[src/rtl/regfile_writeback.sv]
// Write-side controller for the 32x32 register file.
// Picks one write per cycle from the single-cycle ALU result or the head of a
// small memory-result FIFO. It also keeps a scoreboard of destinations that
// have been issued but not yet written back, which decode uses to stall.
module regfile_writeback #(
    parameter int DEPTH        = 4,  // memory-result FIFO entries, power of two, >= 2
    parameter int STARVE_LIMIT = 3   // consecutive ALU wins over a non-empty FIFO before hold
) (
    input  logic                     clock,
    input  logic                     reset,
    // decode issue
    input  logic                     issue_valid,
    input  logic [4:0]               issue_rd,
    // single-cycle ALU results
    input  logic                     alu_valid,
    input  logic [4:0]               alu_rd,
    input  logic [31:0]              alu_value,
    // memory / multi-cycle results
    input  logic                     mem_valid,
    output logic                     mem_ready,
    input  logic [4:0]               mem_rd,
    input  logic [31:0]              mem_value,
    // ALU back-pressure
    output logic                     alu_hold,
    // register file write port
    output logic [4:0]               pos,
    output logic [31:0]              writevalue,
    // decode hazard check
    input  logic [4:0]               check_rs1,
    input  logic [4:0]               check_rs2,
    output logic                     stall,
    output logic [31:0]              busy_mask,
    // status
    output logic [$clog2(DEPTH):0]   fifo_count,
    output logic                     err_drop
);

    localparam int PW = $clog2(DEPTH);
    localparam int CW = PW + 1;
    localparam int SW = $clog2(STARVE_LIMIT) + 1;

    // FIFO storage. It has no reset: an entry is only ever read after it has
    // been written, because the occupancy count gates every pop.
    logic [4:0]    rd_mem  [DEPTH];
    logic [31:0]   val_mem [DEPTH];

    logic [PW-1:0] head_q, head_d;
    logic [PW-1:0] tail_q, tail_d;
    logic [CW-1:0] count_q, count_d;

    logic [SW-1:0] starve_q, starve_d;
    logic          hold_q, hold_d;
    logic          err_q, err_d;

    logic [4:0]    pos_q, pos_d;
    logic [31:0]   wval_q, wval_d;

    logic [31:0]   busy_q, busy_d;

    logic          fifo_nonempty;
    logic          mem_accept;
    logic          push;
    logic          pop;
    logic          take_alu;

    assign fifo_nonempty = (count_q != '0);
    // Readiness depends on the count alone. A full FIFO refuses a new entry
    // even in a cycle that pops, so that no ready->valid combinational path exists.
    assign mem_ready     = (count_q < CW'(DEPTH));
    assign mem_accept    = mem_valid && mem_ready;
    // A result for R0 completes the handshake but is not stored.
    assign push          = mem_accept && (mem_rd != 5'd0);

    // Write-port arbitration. While hold is active, the FIFO head has priority.
    // An ALU result that arrives during hold is dropped.
    always_comb begin
        take_alu = 1'b0;
        pop      = 1'b0;
        if (hold_q) begin
            pop = fifo_nonempty;
        end else if (alu_valid) begin
            take_alu = 1'b1;
        end else begin
            pop = fifo_nonempty;
        end
    end

    // Next register-file write. Idle cycles write zero to R0.
    always_comb begin
        pos_d  = 5'd0;
        wval_d = 32'd0;
        if (pop) begin
            pos_d  = rd_mem[head_q];
            wval_d = val_mem[head_q];
        end else if (take_alu) begin
            pos_d  = alu_rd;
            wval_d = alu_value;
        end
    end

    // FIFO pointer and occupancy update. The pointers wrap naturally at DEPTH.
    always_comb begin
        head_d  = head_q + PW'(pop);
        tail_d  = tail_q + PW'(push);
        count_d = count_q + CW'(push) - CW'(pop);
    end

    // Starvation tracking. Hold is raised for exactly one cycle after the ALU
    // has beaten a waiting FIFO entry STARVE_LIMIT times in a row.
    always_comb begin
        starve_d = '0;
        hold_d   = 1'b0;
        if (take_alu && fifo_nonempty) begin
            if (starve_q == SW'(STARVE_LIMIT - 1)) begin
                hold_d = 1'b1;
            end else begin
                starve_d = starve_q + SW'(1);
            end
        end
    end

    // The dropped-result flag stays set until reset.
    always_comb begin
        err_d = err_q | (alu_valid & hold_q);
    end

    // Per-register scoreboard update. A new issue overrides the writeback
    // that completes on the same edge, because the new issue is the younger
    // producer. R0 is never marked pending.
    genvar gi;
    generate
        for (gi = 0; gi < 32; gi++) begin : g_busy
            if (gi == 0) begin : g_r0
                assign busy_d[gi] = 1'b0;
            end else begin : g_rn
                logic set_bit;
                logic clr_bit;
                assign set_bit    = issue_valid && (issue_rd == 5'(gi));
                assign clr_bit    = (pos_d == 5'(gi));
                assign busy_d[gi] = set_bit | (busy_q[gi] & ~clr_bit);
            end
        end
    endgenerate

    // Store accepted memory results at the tail.
    always_ff @(posedge clock) begin
        if (push) begin
            rd_mem[tail_q]  <= mem_rd;
            val_mem[tail_q] <= mem_value;
        end
    end

    // Control and output registers. Reset discards queued results and pending bits.
    always_ff @(posedge clock) begin
        if (reset) begin
            head_q   <= '0;
            tail_q   <= '0;
            count_q  <= '0;
            starve_q <= '0;
            hold_q   <= 1'b0;
            err_q    <= 1'b0;
            pos_q    <= 5'd0;
            wval_q   <= 32'd0;
            busy_q   <= 32'd0;
        end else begin
            head_q   <= head_d;
            tail_q   <= tail_d;
            count_q  <= count_d;
            starve_q <= starve_d;
            hold_q   <= hold_d;
            err_q    <= err_d;
            pos_q    <= pos_d;
            wval_q   <= wval_d;
            busy_q   <= busy_d;
        end
    end

    // In the cycle when pos equals rd, the register file forwards writevalue,
    // so the cleared busy bit does not cause a hazard. Sources of R0 never stall.
    assign stall      = busy_q[check_rs1] | busy_q[check_rs2];

    assign pos        = pos_q;
    assign writevalue = wval_q;
    assign busy_mask  = busy_q;
    assign fifo_count = count_q;
    assign alu_hold   = hold_q;
    assign err_drop   = err_q;

endmodule
[config.mk]
export PLATFORM = sky130hd
export DESIGN_NAME = regfile_writeback
export DESIGN_NICKNAME = d
export VERILOG_FILES = /design/src/rtl/regfile_writeback.sv
export SDC_FILE = /design/constraint.sdc
export NUM_CORES = 1
export LEC_CHECK = 0
export ABC_AREA = 1
export BUFFER_PORTS_ARGS = -buffer_cell sky130_fd_sc_hd__buf_2
export CAP_MARGIN = 20
export CORE_ASPECT_RATIO = 0.5
export CORE_MARGIN = 1
export CORE_UTILIZATION = 50
export DETAILED_ROUTE_END_ITERATION = 8
export PLACE_DENSITY = 0.73
export RECOVER_POWER = 50
export SKIP_LAST_GASP = 1
export SLEW_MARGIN = 40
export SYNTH_ARGS = -nofsm -noshare
export SYNTH_HDL_FRONTEND = slang
export SYNTH_SLANG_ARGS = --single-unit
[constraint.sdc]
create_clock -name clock -period 3.8 [get_ports clock]
set_input_delay 0.76 -clock clock [delete_from_list [all_inputs] [get_ports clock]]
set_output_delay 0.76 -clock clock [all_outputs]
set_load 0.01 [all_outputs]
### Word level (Yosys, flattened, before mapping)

Memory sizes are Yosys's and may differ from the RTL's. A register that Yosys moved wholly into a read port is not among the register bits.
Cells that the tools add are included.

* register bits: 81
* output and inout bits: 76
* input bits: 94
* memory bits (writable): 148
* memories: 2
* word-level logic and storage cells: 235

* bitwise logic cells: 97
* mux-type cells: 17
* equality and inequality tests: 63
* reduce and logical (&&, ||, !) cells: 38
* add/subtract/negate cells: 5
* order comparisons: 3

Memory list
* val_mem: words 4, bits a word 32, read ports 1, clocked after Yosys merged registers in 1, wr ports 1, line 45 `logic [31:0] val_mem [DEPTH];`
* rd_mem: words 4, bits a word 5, read ports 1, clocked after Yosys merged registers in 1, wr ports 1, line 44 `logic [4:0] rd_mem [DEPTH];`

Operators by type and width (count)
* $eq A5 B5 Y1 const B: 32
* $eq A5 B4 Y1 const B: 16
* $mux W32: 2
* $eq A5 B3 Y1 const B: 8
* $logic_and A1 B1 Y1: 34
* $or A1 B1 Y1: 33
* $and A1 B1 Y1: 32
* $not A1 Y1: 32
* $eq A5 B2 Y1 const B: 4
* $lt A5 B6 Y1 const B: 2
* $bmux W1 S5: 2
* $eq A5 B1 Y1 const B: 2
* $mux W5: 2
* $mux W1: 9
* $reduce_bool A5 Y1: 1
* $add A2 B1 Y2: 2
* $mux W2: 2
* $add A3 B1 Y3: 1
* $add A3 B1 Y3 const B: 1
* $eq A3 B2 Y1 const B: 1
* $lt A3 B3 Y1 const B: 1
* $reduce_bool A3 Y1: 1
* $reduce_or A3 Y1: 1
* $sub A3 B1 Y3: 1
* $reduce_or A2 Y1: 1

### Logic depth before layout (Yosys ltp)

* word-level depth: 8
* depth in mapped cells: 12
* depth with buffers taken out: 11

### Least setup slack after synthesis

OpenSTA, ideal clock, no wires.

* path kind: input to register
* from: in mem_rd[3]
* to: mem rd_mem[0][0], enable pin
* path buffers: 0
* setup time: 0.477 ns
* data required time: 3.323 ns
* slack: -0.236 ns
* arrival time: 3.558 ns
* cell stages on the path: 4
* cell sequence: nor3_1 > nand2_1 > nand3_1 > nor3_1

* longest elaborated chain between the ends: 4

Ends and longest elaborated chain
* from (decl): line 21 `input logic [4:0] mem_rd,`
* $reduce_bool A5 Y1: line 72 `assign push = mem_accept && (mem_rd != 5'd0);`
* $logic_and A1 B1 Y1: line 72
* $mux W1: line 147 `if (push) begin`
* $mux W1 (not written as such): line 148 `rd_mem[tail_q] <= mem_rd;`
* to (decl): line 44

Every way passes these cells.

### Final worst setup path

* from: in check_rs1[0]
* to: out stall

* longest elaborated chain between the ends: 3

Ends and longest elaborated chain
* from (decl): line 29 `input logic [4:0] check_rs1,`
* $bmux W1 S5: line 180 `assign stall = busy_q[check_rs1] | busy_q[check_rs2];`
* $mux W1 (not written as such): line 180
* $or A1 B1 Y1: line 180
* to (decl): line 31 `output logic stall,`

Every way passes these cells. The select of a mux whose other input is x is not followed.

==> summary.md <==
| Metric | Value |
|---|---|
| Status | finished, violations left |
| Failing checks | capacitance limit, slew limit |
| Vias in the first global route | 6,828 |
| Final hold violation count | 0 |
| Share of post-route cells with drive strength above 1 | 0.147 |
| Hold Crit Class | flip-flop to flip-flop |
| DP Area | 10,400 um2 |
| Top delay family on crit path | buffers and inverters |
| Postcts setup bufs | 0 |
| Fin cells | 1,326 |
| CTS sink count | 228 |
| Req. time, crit path | 3.04 ns |
| Global-route wire length before repair | 34,700 um |
| Fin worst setup slack | 0.932 ns |
| Row cnt | 34 |
| Layout area overhead | 16.5% |
| Worst Path Class, Setup | primary input to primary output |
| CTS Buf Count | 20 |
| Final std cell area, no fill | 10,900 um2 |
| Post-synthesis cell count | 926 |
| DR vias | 7,137 |
| Syn_nets | 1,027 |
| Netlist cell types | 35 |
| Tot GR Track Use | 0.227 |
| Leakage | 4.16 nW |
| Die ar. | 19,400 um2 |
| RePlAce Congestion | 0.893 |
| Clock Skews | 0.0121 ns |
| Fin crit period | 2.87 ns |
| Worst Path Max Fanout | 16 |
| Wire length per cell | 16.5 um |
| Setup crit end kind | primary output |
| Max-cap violations | 1 |
| Dpl ws | 0.914 ns |
| CP Launch Point | check_rs1[0] |
| Crit path DAT | 2.11 ns |
| Io pins | 170 |
| First-pass detailed-route iteration total | 7 |
| Min-Delay Startpoint | starve_q[0]$_SDFF_PP0_ |
| Filler cell count | 1,517 |
| Pwr per Cell Area | 616 nW/um2 |
| Root Buffer Master | clkbuf_16 |
| ANT cells | 0 |
| Number of synthesized register bits | 228 |
| Initial core utilization | 0.526 |
| Die X | 196 um |
| Clock Latency Late Sink | 0.50 ns |
| DRC violations left | 0 |
| Worst Setup Start Kind | primary input |
| CP max-delay cell | inv_1 |
| PostCTS Resize Cnt | 0 |
| Initial antenna violation count | 1 |
| Placed insts | 1,290 |
| RSZ-0062 raised after global routing | no |
| CTS tree | built |
| Die Span Y | 98.9 um |
| Peak supply drop | 0.339 mV |
| Worst-margin pin slew | 1.96 ns |
| Post-Route WL | 21,800 um |
| Slew Limit Fails | 41 |
| Relative slew slack | -0.307 |
| Number of nets still failing antenna checks after routing | 0 |
| Fin crit share | 0.755 |
| Largest net degree at the start of global routing | 65 |
| Number of H-tree levels | 1 |
| Core Footprint | 17,900 um2 |
| Max Root-Sink Buffers | 3 |
| Final setup fails | 0 |
| Max Freq | 349 MHz |
| Final net count | 1,179 |
| GR Overflow Total | 0 |
| Via density | 5.38 |
| Clock-pin slew on the worst setup and hold paths | 0.07 ns |
| DR iter-0 viols | 565 |
| Netlist Area Pre-Place | 9390 um2 |
| Port Buffers | 168 |
| Buf/Inv on CP | 3 |
| Worst path cell trace | buf_2, inv_1, a21oi_1, o21ai_0, o211ai_1, nand3_1, nand3_1, nand2_1, nand2_1, buf_2 |
| Cts hold-fix bufs | 0 |
| Worst R2R Start | fifo_count[2]$_SDFF_PP0_ |
| Seq/Total Area, Yosys | 0.644 |
| Biggest cell delay along the critical path | 0.27 ns |
| Yosys warnings | 0 |
| Syn Area/Cell | 10.1 um2 |
| DP HPWL | 14,100 um |
| TNS Setup | 0 ns |
[cell usage in the layout (no fill, tap or decap), types with 5 or more instances in the layout]
master	n
a21oi_1	63
a21oi_2	9
a32o_1	32
buf_2	93
buf_4	7
clkbuf_1	84
clkbuf_16	20
dfxtp_1	79
edfxtp_1	148
ha_1	6
inv_1	34
nand2_1	280
nand3_1	61
nor2_1	63
nor2_2	8
o21ai_0	61
o22ai_1	5
[flip-flops by register name, summed over array words and instances (netlist names), 3 cells and up]
register / flops
rd_mem: 20
starve_q: 3
pos: 5
fifo_count: 3
val_mem: 128
writevalue: 32
busy_mask: 31
[per-stage QoR]
step / util / total power [mW] / hold WS [ns]
3_3_place_gp: 0.582 / 4.70 / 0.427
6_report: 0.612 / 6.73 / 0.450
3_5_place_dp: 0.582 / 4.75 / 0.447
5_1_grt: 0.612 / 7.08 / 0.447
2_1_floorplan: - / 4.26 / 0.417
4_1_cts: 0.620 / 6.82 / 0.444
[worst register-to-register path, delay by kind of cell, from the launching register on]
| kind | cells | cell delay, ns |
|---|---|---|
| buffers and inverters | 3 | 0.18 |
| xor gates and xnor gates | 1 | 0.20 |
| DFF | 1 | 0.41 |
| adders and majority gates | 3 | 0.90 |
| and+or+nand+nor | 2 | 0.20 |
| AOI/OAI and AO/OA | 1 | 0.66 |
[where the power goes]
group          switching, mW  total, mW  internal [mW]
clock                  0.874       2.08           1.21
combinational           1.06       1.57          0.515
sequential             0.136       3.08           2.94
[routing by layer]
metal	up-vias	track usage	share of wire
met4	2	0.0511	0.018
met3	38	0.0459	0.076
li1	3505	-	-
met5	-	0	0.00060
met1	3349	0.305	0.44
met2	243	0.382	0.46
[synthesized netlist by cell type (all sizes together)]
| cell | count | area share |
|---|---|---|
| ha | 6 | 0.0080 |
| nor3 | 6 | 0.0032 |
| buf | 24 | 0.015 |
| a21oi | 72 | 0.043 |
| a32o | 32 | 0.034 |
| xnor2 | 3 | 0.0028 |
| o22ai | 5 | 0.0033 |
| nor2 | 71 | 0.031 |
| or2 | 3 | 0.0020 |
| o21ai | 63 | 0.035 |
| conb | 1 | 0.00040 |
| fa | 1 | 0.0021 |
| clkbuf | 24 | 0.0097 |
| a31oi | 1 | 0.00067 |
| xor2 | 1 | 0.00093 |
| edfxtp | 148 | 0.47 |
| inv | 38 | 0.016 |
| nand2 | 280 | 0.11 |
| nand3 | 62 | 0.034 |
| o211ai | 4 | 0.0032 |
| nor3b | 1 | 0.00080 |
| dfxtp | 80 | 0.17 |
[final timing paths]
kind                              endpoint  slack [ns]  cells past startpoint
setup / recovery                     stall        0.93                     10
hold / removal      starve_q[0]$_SDFF_PP0_        0.45                      1
setup reg to reg  fifo_count[2]$_SDFF_PP0_        1.06                     10
hold reg to reg     starve_q[0]$_SDFF_PP0_        0.45                      1
[kinds of logic (layout without fill, tap and decap cells)]
kind of cell	Yosys count	in the layout	synth area share
other	1	1	0.000399
AOI/OAI and AO/OA	177	177	0.119
xor gates and xnor gates	4	4	0.00373
and+or+nand+nor	423	423	0.183
adders and majority gates	7	7	0.0101
buffers and inverters	86	252	0.0401
DFF	228	228	0.644
[area by class of cell]
class | instances | area, um2 | area share
Multi-Input combinational cell | 612 | 2970 | 0.271
Clock inverter | 9 | 134 | 0.0122
Clock buffer | 27 | 537 | 0.0491
Inverter | 38 | 148 | 0.0135
Tap cell | 234 | 293 | 0.0268
Timing Repair Buffer | 178 | 811 | 0.0741
Sequential cell | 228 | 6050 | 0.553
Power figures use the tool's default switching activity.
